$ cat config.mk
export PLATFORM = sky130hd
export DESIGN_NAME = mtm_riscv_input_conditioner
export DESIGN_NICKNAME = d
export VERILOG_FILES = /design/src/rtl/mtm_riscv_pads_pkg.sv /design/src/rtl/mtm_riscv_btn_debounce.sv /design/src/rtl/mtm_riscv_input_conditioner.sv
export SDC_FILE = /design/constraint.sdc
export NUM_CORES = 1
export LEC_CHECK = 0
export BUFFER_PORTS_ARGS = -buffer_cell sky130_fd_sc_hd__buf_4
export CAP_MARGIN = 30
export CORE_UTILIZATION = 55
export DETAILED_ROUTE_END_ITERATION = 7
export GPL_TIMING_DRIVEN = 0
export PLACE_DENSITY = 0.82
export SETUP_SLACK_MARGIN = 0.1
export SYNTH_ARGS = -nofsm -noshare
export SYNTH_HDL_FRONTEND = slang
export SYNTH_SLANG_ARGS = --single-unit
$ cat constraint.sdc
create_clock -name clk -period 3.7 [get_ports clk]
set_input_delay 0.74 -clock clk [delete_from_list [all_inputs] [get_ports clk]]
set_output_delay 0.74 -clock clk [all_outputs]
set_load 0.005 [all_outputs]
$ cat src/rtl/mtm_riscv_pads_pkg.sv
// Shared constants and helpers for the pad-side input conditioning logic.
// Defaults match the board: four buttons, 2-flop synchronisers, ~1 ms debounce at 50 MHz.
package mtm_riscv_pads_pkg;

    localparam int BTN_COUNT           = 4;
    localparam int SYNC_STAGES_DEF     = 2;
    localparam int DEBOUNCE_CYCLES_DEF = 50000;

    // Width of a counter that must hold 0..cycles-1; never narrower than one bit.
    function automatic int cnt_width(input int cycles);
        return (cycles > 2) ? $clog2(cycles) : 1;
    endfunction

    // Registered per-button state, updated together every clk edge.
    typedef struct packed {
        logic db;
        logic rise;
        logic fall;
        logic flag;
    } btn_state_t;

endpackage

$ cat src/rtl/mtm_riscv_btn_debounce.sv
// One button bit: synchroniser, debounce counter, edge pulses and sticky press flag.
module mtm_riscv_btn_debounce
    import mtm_riscv_pads_pkg::*;
#(
    parameter int SYNC_STAGES     = SYNC_STAGES_DEF,
    parameter int DEBOUNCE_CYCLES = DEBOUNCE_CYCLES_DEF
) (
    input  logic clk,
    input  logic rst,
    input  logic btn_raw_i,
    input  logic flag_clr_i,
    output logic btn_db_o,
    output logic btn_rise_o,
    output logic btn_fall_o,
    output logic press_flag_o
);

    localparam int            CW      = cnt_width(DEBOUNCE_CYCLES);
    localparam logic [CW-1:0] CNT_MAX = CW'(DEBOUNCE_CYCLES - 1);

    logic [SYNC_STAGES-1:0] sync_q;
    logic                   s;
    logic [CW-1:0]          cnt_q, cnt_d;
    btn_state_t             st_q, st_d;

    always_ff @(posedge clk or posedge rst) begin
        if (rst) sync_q <= '0;
        else     sync_q <= {sync_q[SYNC_STAGES-2:0], btn_raw_i};
    end

    assign s = sync_q[SYNC_STAGES-1];

    // Any sample equal to the accepted level restarts the count, so glitches never accumulate.
    always_comb begin
        st_d      = st_q;
        st_d.rise = 1'b0;
        st_d.fall = 1'b0;
        cnt_d     = '0;
        if (s != st_q.db) begin
            if (cnt_q == CNT_MAX) begin
                st_d.db   = s;
                st_d.rise = s;
                st_d.fall = ~s;
            end else begin
                cnt_d = cnt_q + 1'b1;
            end
        end
        // A new press beats a simultaneous clear so no press is ever lost.
        if (st_d.rise)       st_d.flag = 1'b1;
        else if (flag_clr_i) st_d.flag = 1'b0;
    end

    always_ff @(posedge clk or posedge rst) begin
        if (rst) begin
            cnt_q <= '0;
            st_q  <= '0;
        end else begin
            cnt_q <= cnt_d;
            st_q  <= st_d;
        end
    end

    assign btn_db_o     = st_q.db;
    assign btn_rise_o   = st_q.rise;
    assign btn_fall_o   = st_q.fall;
    assign press_flag_o = st_q.flag;

endmodule

$ cat src/rtl/mtm_riscv_input_conditioner.sv
// Pad-to-core input conditioning: debounced buttons with pulses/flags and a synchronised UART RX.
module mtm_riscv_input_conditioner
    import mtm_riscv_pads_pkg::*;
#(
    parameter int N_BTN           = BTN_COUNT,
    parameter int SYNC_STAGES     = SYNC_STAGES_DEF,
    parameter int DEBOUNCE_CYCLES = DEBOUNCE_CYCLES_DEF
) (
    input  logic             clk,
    input  logic             rst,
    input  logic [N_BTN-1:0] btn_raw,
    input  logic             sin_raw,
    input  logic [N_BTN-1:0] flag_clr,
    output logic [N_BTN-1:0] btn_db,
    output logic [N_BTN-1:0] btn_rise,
    output logic [N_BTN-1:0] btn_fall,
    output logic [N_BTN-1:0] press_flag,
    output logic             sin_sync
);

    for (genvar g = 0; g < N_BTN; g++) begin : g_btn
        mtm_riscv_btn_debounce #(
            .SYNC_STAGES    (SYNC_STAGES),
            .DEBOUNCE_CYCLES(DEBOUNCE_CYCLES)
        ) u_btn (
            .clk         (clk),
            .rst         (rst),
            .btn_raw_i   (btn_raw[g]),
            .flag_clr_i  (flag_clr[g]),
            .btn_db_o    (btn_db[g]),
            .btn_rise_o  (btn_rise[g]),
            .btn_fall_o  (btn_fall[g]),
            .press_flag_o(press_flag[g])
        );
    end

    // UART line idles high, so the chain resets to ones to avoid a false start bit.
    logic [SYNC_STAGES-1:0] sin_q;

    always_ff @(posedge clk or posedge rst) begin
        if (rst) sin_q <= '1;
        else     sin_q <= {sin_q[SYNC_STAGES-2:0], sin_raw};
    end

    assign sin_sync = sin_q[SYNC_STAGES-1];

endmodule
### Yosys cells after proc, flatten, opt, wreduce, memory -nomap -nowiden

Cells that the tools add are included.

| cells by class | value |
|---|---|
| bitwise logic cells | 4 |
| equal/unequal tests | 8 |
| multiplexer cells | 24 |
| $add $sub $neg | 4 |
| reductions and logical operators | 8 |

Operators by type and width:

| cell | number |
|---|---|
| $mux 16 | 8 |
| $add 16x1->16 const B | 4 |
| $eq 16x16->1 const B | 4 |
| $mux 2 | 8 |
| $mux 1 | 8 |
| $reduce_and 2->1 | 4 |
| $reduce_bool 2->1 | 4 |
| $ne 1x1->1 | 4 |
| $not 1->1 | 4 |

| storage, ports and cells | value |
|---|---|
| output and inout port bits | 17 |
| flip-flop bits (word level) | 90 |
| bits of input ports | 11 |
| logic and storage cells | 73 |

### Longest topological paths before layout

| logic depth | value |
|---|---|
| depth after elaboration | 4 |
| gate-level depth with buffers | 6 |
| gate-level depth less buffers | 5 |

### Hierarchy

A second synthesis with hierarchy kept.

| second synthesis, totals | value |
|---|---|
| cells, all modules | 375 |
| area total of the unflattened synthesis | 4050.1 sq um |

Modules (own cells, without submodules):

| module | times used | seq. area each (sq um) | cells an instance | area each (sq um) |
|---|---|---|---|---|
| mtm_riscv_btn_debounce | 4 | 550.5 | 93 | 998.5 |
| mtm_riscv_input_conditioner | 1 | 52.6 | 3 | 56.3 |

### Least setup slack after synthesis

Ideal clock, no wire load.

| timing path | value |
|---|---|
| path type | reg-to-reg |
| start | register g_btn[2].u_btn.cnt_q[12] |
| end | register g_btn[2].u_btn.st_q, in the netlist g_btn[2].u_btn.btn_db_o |
| data required time | 3.575 ns |
| path slack | 1.905 ns |
| period minus slack after synthesis | 1.795 ns |
| stages on the path, launching flop included | 5 |
| arrival | 1.670 ns |
| setup time | 0.125 ns |
| path buffers | 0 |
| path through | dfrtp_1 > nor4_2 > nand3_2 > or4_4 > mux2_4 |

| on the way | value |
|---|---|
| word-level cells in the longest chain between the ends | 2 |

Ends and longest elaborated chain:

| element | line | source |
|---|---|---|
| from (decl) | mtm_riscv_btn_debounce.sv:23 | `logic [CW-1:0] cnt_q, cnt_d;` |
| from (signal assigned) | mtm_riscv_btn_debounce.sv:58 | `cnt_q <= cnt_d;` |
| $eq 16x16->1 | mtm_riscv_btn_debounce.sv:40 | `if (cnt_q == CNT_MAX) begin` |
| $reduce_and 2->1 (no line) | n/a |  |
| to (signal assigned) | mtm_riscv_btn_debounce.sv:59 | `st_q <= st_d;` |
| to (decl) | mtm_riscv_btn_debounce.sv:24 | `btn_state_t st_q, st_d;` |

No other way between the ends.
A chain may end at the register's enable or synchronous reset.

### Final worst setup path

| timing path | value |
|---|---|
| start | register g_btn[3].u_btn.cnt_q[11] |
| end | register g_btn[3].u_btn.cnt_q[6] |

| on the way | value |
|---|---|
| word-level cells in the longest chain between the ends | 3 |

Ends and longest elaborated chain:

| element | line | source |
|---|---|---|
| from (decl) | mtm_riscv_btn_debounce.sv:23 |  |
| from (signal assigned) | mtm_riscv_btn_debounce.sv:58 |  |
| $eq 16x16->1 | mtm_riscv_btn_debounce.sv:40 |  |
| $mux 16 | mtm_riscv_btn_debounce.sv:40 |  |
| $mux 16 | mtm_riscv_btn_debounce.sv:39 | `if (s != st_q.db) begin` |
| net g_btn[3].u_btn.cnt_d[6] | mtm_riscv_btn_debounce.sv:23 |  |

The timed path passes the listed nets, and every way through them passes these cells.

==> flow_summary.yaml <==
outcome:
  status: "finished, final reports clean"
clocking:
  clk_pin_slew_ns: 0.09
  insertion_delay_ns: 0.36
  post_cts_buffers: 0
  cts_buffers: 9
  cts_buffer_depth: 2
  cts_tree: "built"
  cts-root-buf: "clkbuf_8"
  clock-sinks: 90
  cts_resized: 0
  h-tree-depth: 3
  cts_hold_buf: 0
placed_design:
  hpwl_um: 4995
  portBuffers: 27
  pre_cts_ws_ns: 1.697
  dpl_cell_area_um2: 4482
  finalWeightedCongestion: 0.8758
min_path:
  hold_depth: 0
  min_path_type: "reg -> reg"
cells_and_area:
  finalCoreUtilization: 0.6495
  n_antenna_cell: 0
  nets: 445
  stdcell_area_um2: 4711
  area_growth_pct: 14.19
  drive_above_1_share: 0.1724
power:
  swShare: 0.2133
  sequentialPowerShare: 0.554
  p_switching_uw: 391.2
  p_int_uw: 1443
  powerDensity_nw_per_um2: 389.3
  pwr-share-clk: 0.410
  combPwrFrac: 0.036
  ir_worst_vdd_uv: 244.8
  leakage_uw: 0.002032
setup_path:
  cp_cell_sequence: "nor4b_1, nand4_1, nand2_1, clkbuf_1, nor2_1"
  worstRegToRegCells: 5
  cp-end-kind: "flip-flop"
  crit_required_ns: 3.93
  slowest_stage: "dfrtp_1"
  cpPeakStageDelay_ns: 0.44
  startpoint_type: "flip-flop"
  arrival_ns: 2.27
  crit_type: "reg -> reg"
  path_max_fanout: 10
  reg2reg_slack_ns: 1.66
global_route:
  grt_max_degree: 57
  grt_pass1_wl_um: 12660
  grt_overflow: 0
  grt_pass1_vias: 2782
  antenna_found_initial: 0
  track_usage: 0.2147
synthesis:
  synthesis.nets: 406
  synth-edff-count: 0
  yosysTopAreaCellShare: 0.5338
  synth.distinct_cells: 38
  avgSynthCellArea_um2: 10.55
  ys_seq_area_frac: 0.5466
  yosysTopAreaCell: "dfrtp_1"
  synth_most_common_cell: "dfrtp_1"
  synth_top_flop_cell: "dfrtp_1"
  ys_warn_count: 0
  synth_seq_cells: 90
  netlist_top_cells_area: "dfrtp_1 53%, xnor2_1 9.3%, nor2_1 7.0%, xor2_1 3.0%, buf_4 2.9%"
  syn_area_um2: 4125
  async_flop_share: 1.000
  synthTopCellsByCount: "88 x dfrtp_1, 77 x nor2_1, 44 x xnor2_1, 20 x nand3_1, 19 x nand4_1"
  netlist_instances: 391
die:
  io_pins: 28
  start_util: 0.5687
  die_area_um2: 7851
  die_w_um: 88.61
  rows: 31
  die_y_um: 88.61
  core_um2: 7253
drt:
  top_layer_used: "met4"
  routedWlPerCell_um: 13.84
  met2_wirelength_um: 3759
  met1_length_um: 3297
  drt_wl_total_um: 7393
  wl_met3_um: 225
  viasPerCell: 5.403
  vias: 2885
  first_iter_violations: 95
  antenna_left: 0
  drc: 0
  first_pass_iters: 4
sta:
  setup_viol: 0
  fin_ws_ns: 1.664
  rsz0062_at_grt: "false"
  skew_ns: 0.01026
  period_share: 0.5502
  max_slew_margin: 0.6271
  worstMarginPinSlew_ns: 0.5533
  tns_ns: 0
  min_period_ns: 2.036
  hold_violations: 0
  fmax_mhz: 491.2
  slew_violations: 0
flow_run:
  max_cap_violations: 0
-- per-stage QoR --
| step | hold slack [ns] | std cells | power (uW) |
|---|---|---|---|
| after floorplan | 0.3312 | 391 | 1073 |
| final | 0.3543 | 534 | 1834 |
| after CTS | 0.3569 | 534 | 1853 |
| after detailed placement | 0.3418 | 518 | 1103 |
| after global placement | 0.3353 | 517 | 1095 |
| after global routing | 0.3643 | 534 | 1903 |
-- layout by cell type, fill, tap and decap left out, types with 2 or more instances in the layout --
cell / count
nor4_1: 15
xor2_1: 14
nor4bb_1: 5
mux2_2: 2
dfrtp_1: 88
nor3b_1: 5
nor4b_1: 2
clkbuf_8: 11
nor3_1: 11
nand4_1: 19
nor2_1: 77
nand2b_1: 3
nand3_1: 20
a21oi_1: 2
nand2_1: 17
inv_1: 12
buf_2: 2
dfstp_2: 2
clkbuf_1: 4
or4_4: 2
and3_1: 7
bufinv_16: 2
buf_4: 43
xnor2_1: 44
o22ai_1: 3
ha_1: 4
nand3_2: 2
-- layout make-up --
cell class	instances	area, um^2
Fill cell	569	2542
Sequential cell	90	2255
Clock buffer	12	155.1
Clock inverter	4	73.82
Multi-Input combinational cell	267	1680
Tap cell	99	123.9
Buffer	21	141.4
Inverter	13	51.30
Timing Repair Buffer	28	230.2
-- power by group through the flow --
stage / sequential [uW] / combinational, uW / clock [uW]
4_1_cts: 1020 / 68.3 / 769
2_1_floorplan: 1030 / 42.1 / 0
3_3_place_gp: 1030 / 61.3 / 0
3_5_place_dp: 1030 / 67.9 / 0
5_1_grt: 1020 / 77.6 / 808
6_report: 1020 / 66.1 / 752
-- state kept, by name (all words and copies together) (netlist names) --
register / flops
g_btn.u_btn.btn_rise_o: 4
g_btn.u_btn.sync_q: 8
g_btn.u_btn.btn_db_o: 4
g_btn.u_btn.btn_fall_o: 4
sin_q: 2
g_btn.u_btn.cnt_q: 64
g_btn.u_btn.press_flag_o: 4
-- per-layer routing --
| metal | up-vias | GRT usage |
|---|---|---|
| li1 | 1404 | - |
| met1 | 1419 | 0.2739 |
| met3 | 7 | 0.05690 |
| met5 | - | 0 |
| met4 | 0 | 0.07771 |
| met2 | 55 | 0.3545 |
-- cell families after synthesis --
| group | share of synthesized area |
|---|---|
| flip-flops | 0.5466 |
| multiplexers | 0.01183 |
| AND/OR/NAND/NOR | 0.2378 |
| XOR/XNOR | 0.1231 |
| buffers and inverters | 0.04610 |
| AO/OA/AOI/OAI | 0.02245 |
| adder cells (fa/ha/maj) | 0.01213 |
-- worst max-delay path: cells and delay by family (launching register included) --
family                 cells  cell delay [ns]
flip-flops                 1             0.44
AND/OR/NAND/NOR            4             1.09
buffers and inverters      1             0.37
-- worst paths after layout --
check | startpoint | to
worst max-delay path | g_btn[3].u_btn.cnt_q[11] | g_btn[3].u_btn.cnt_q[6]
worst min-delay path | g_btn[1].u_btn.sync_q[0] | g_btn[1].u_btn.sync_q[1]
worst max register to register | g_btn[3].u_btn.cnt_q[11] | g_btn[3].u_btn.cnt_q[6]
worst min register to register | g_btn[1].u_btn.sync_q[0] | g_btn[1].u_btn.sync_q[1]
max in group asynchronous | rst | g_btn[0].u_btn.cnt_q[14]
min in group asynchronous | rst | g_btn[2].u_btn.sync_q[0]
Power figures use the tool's default switching activity.
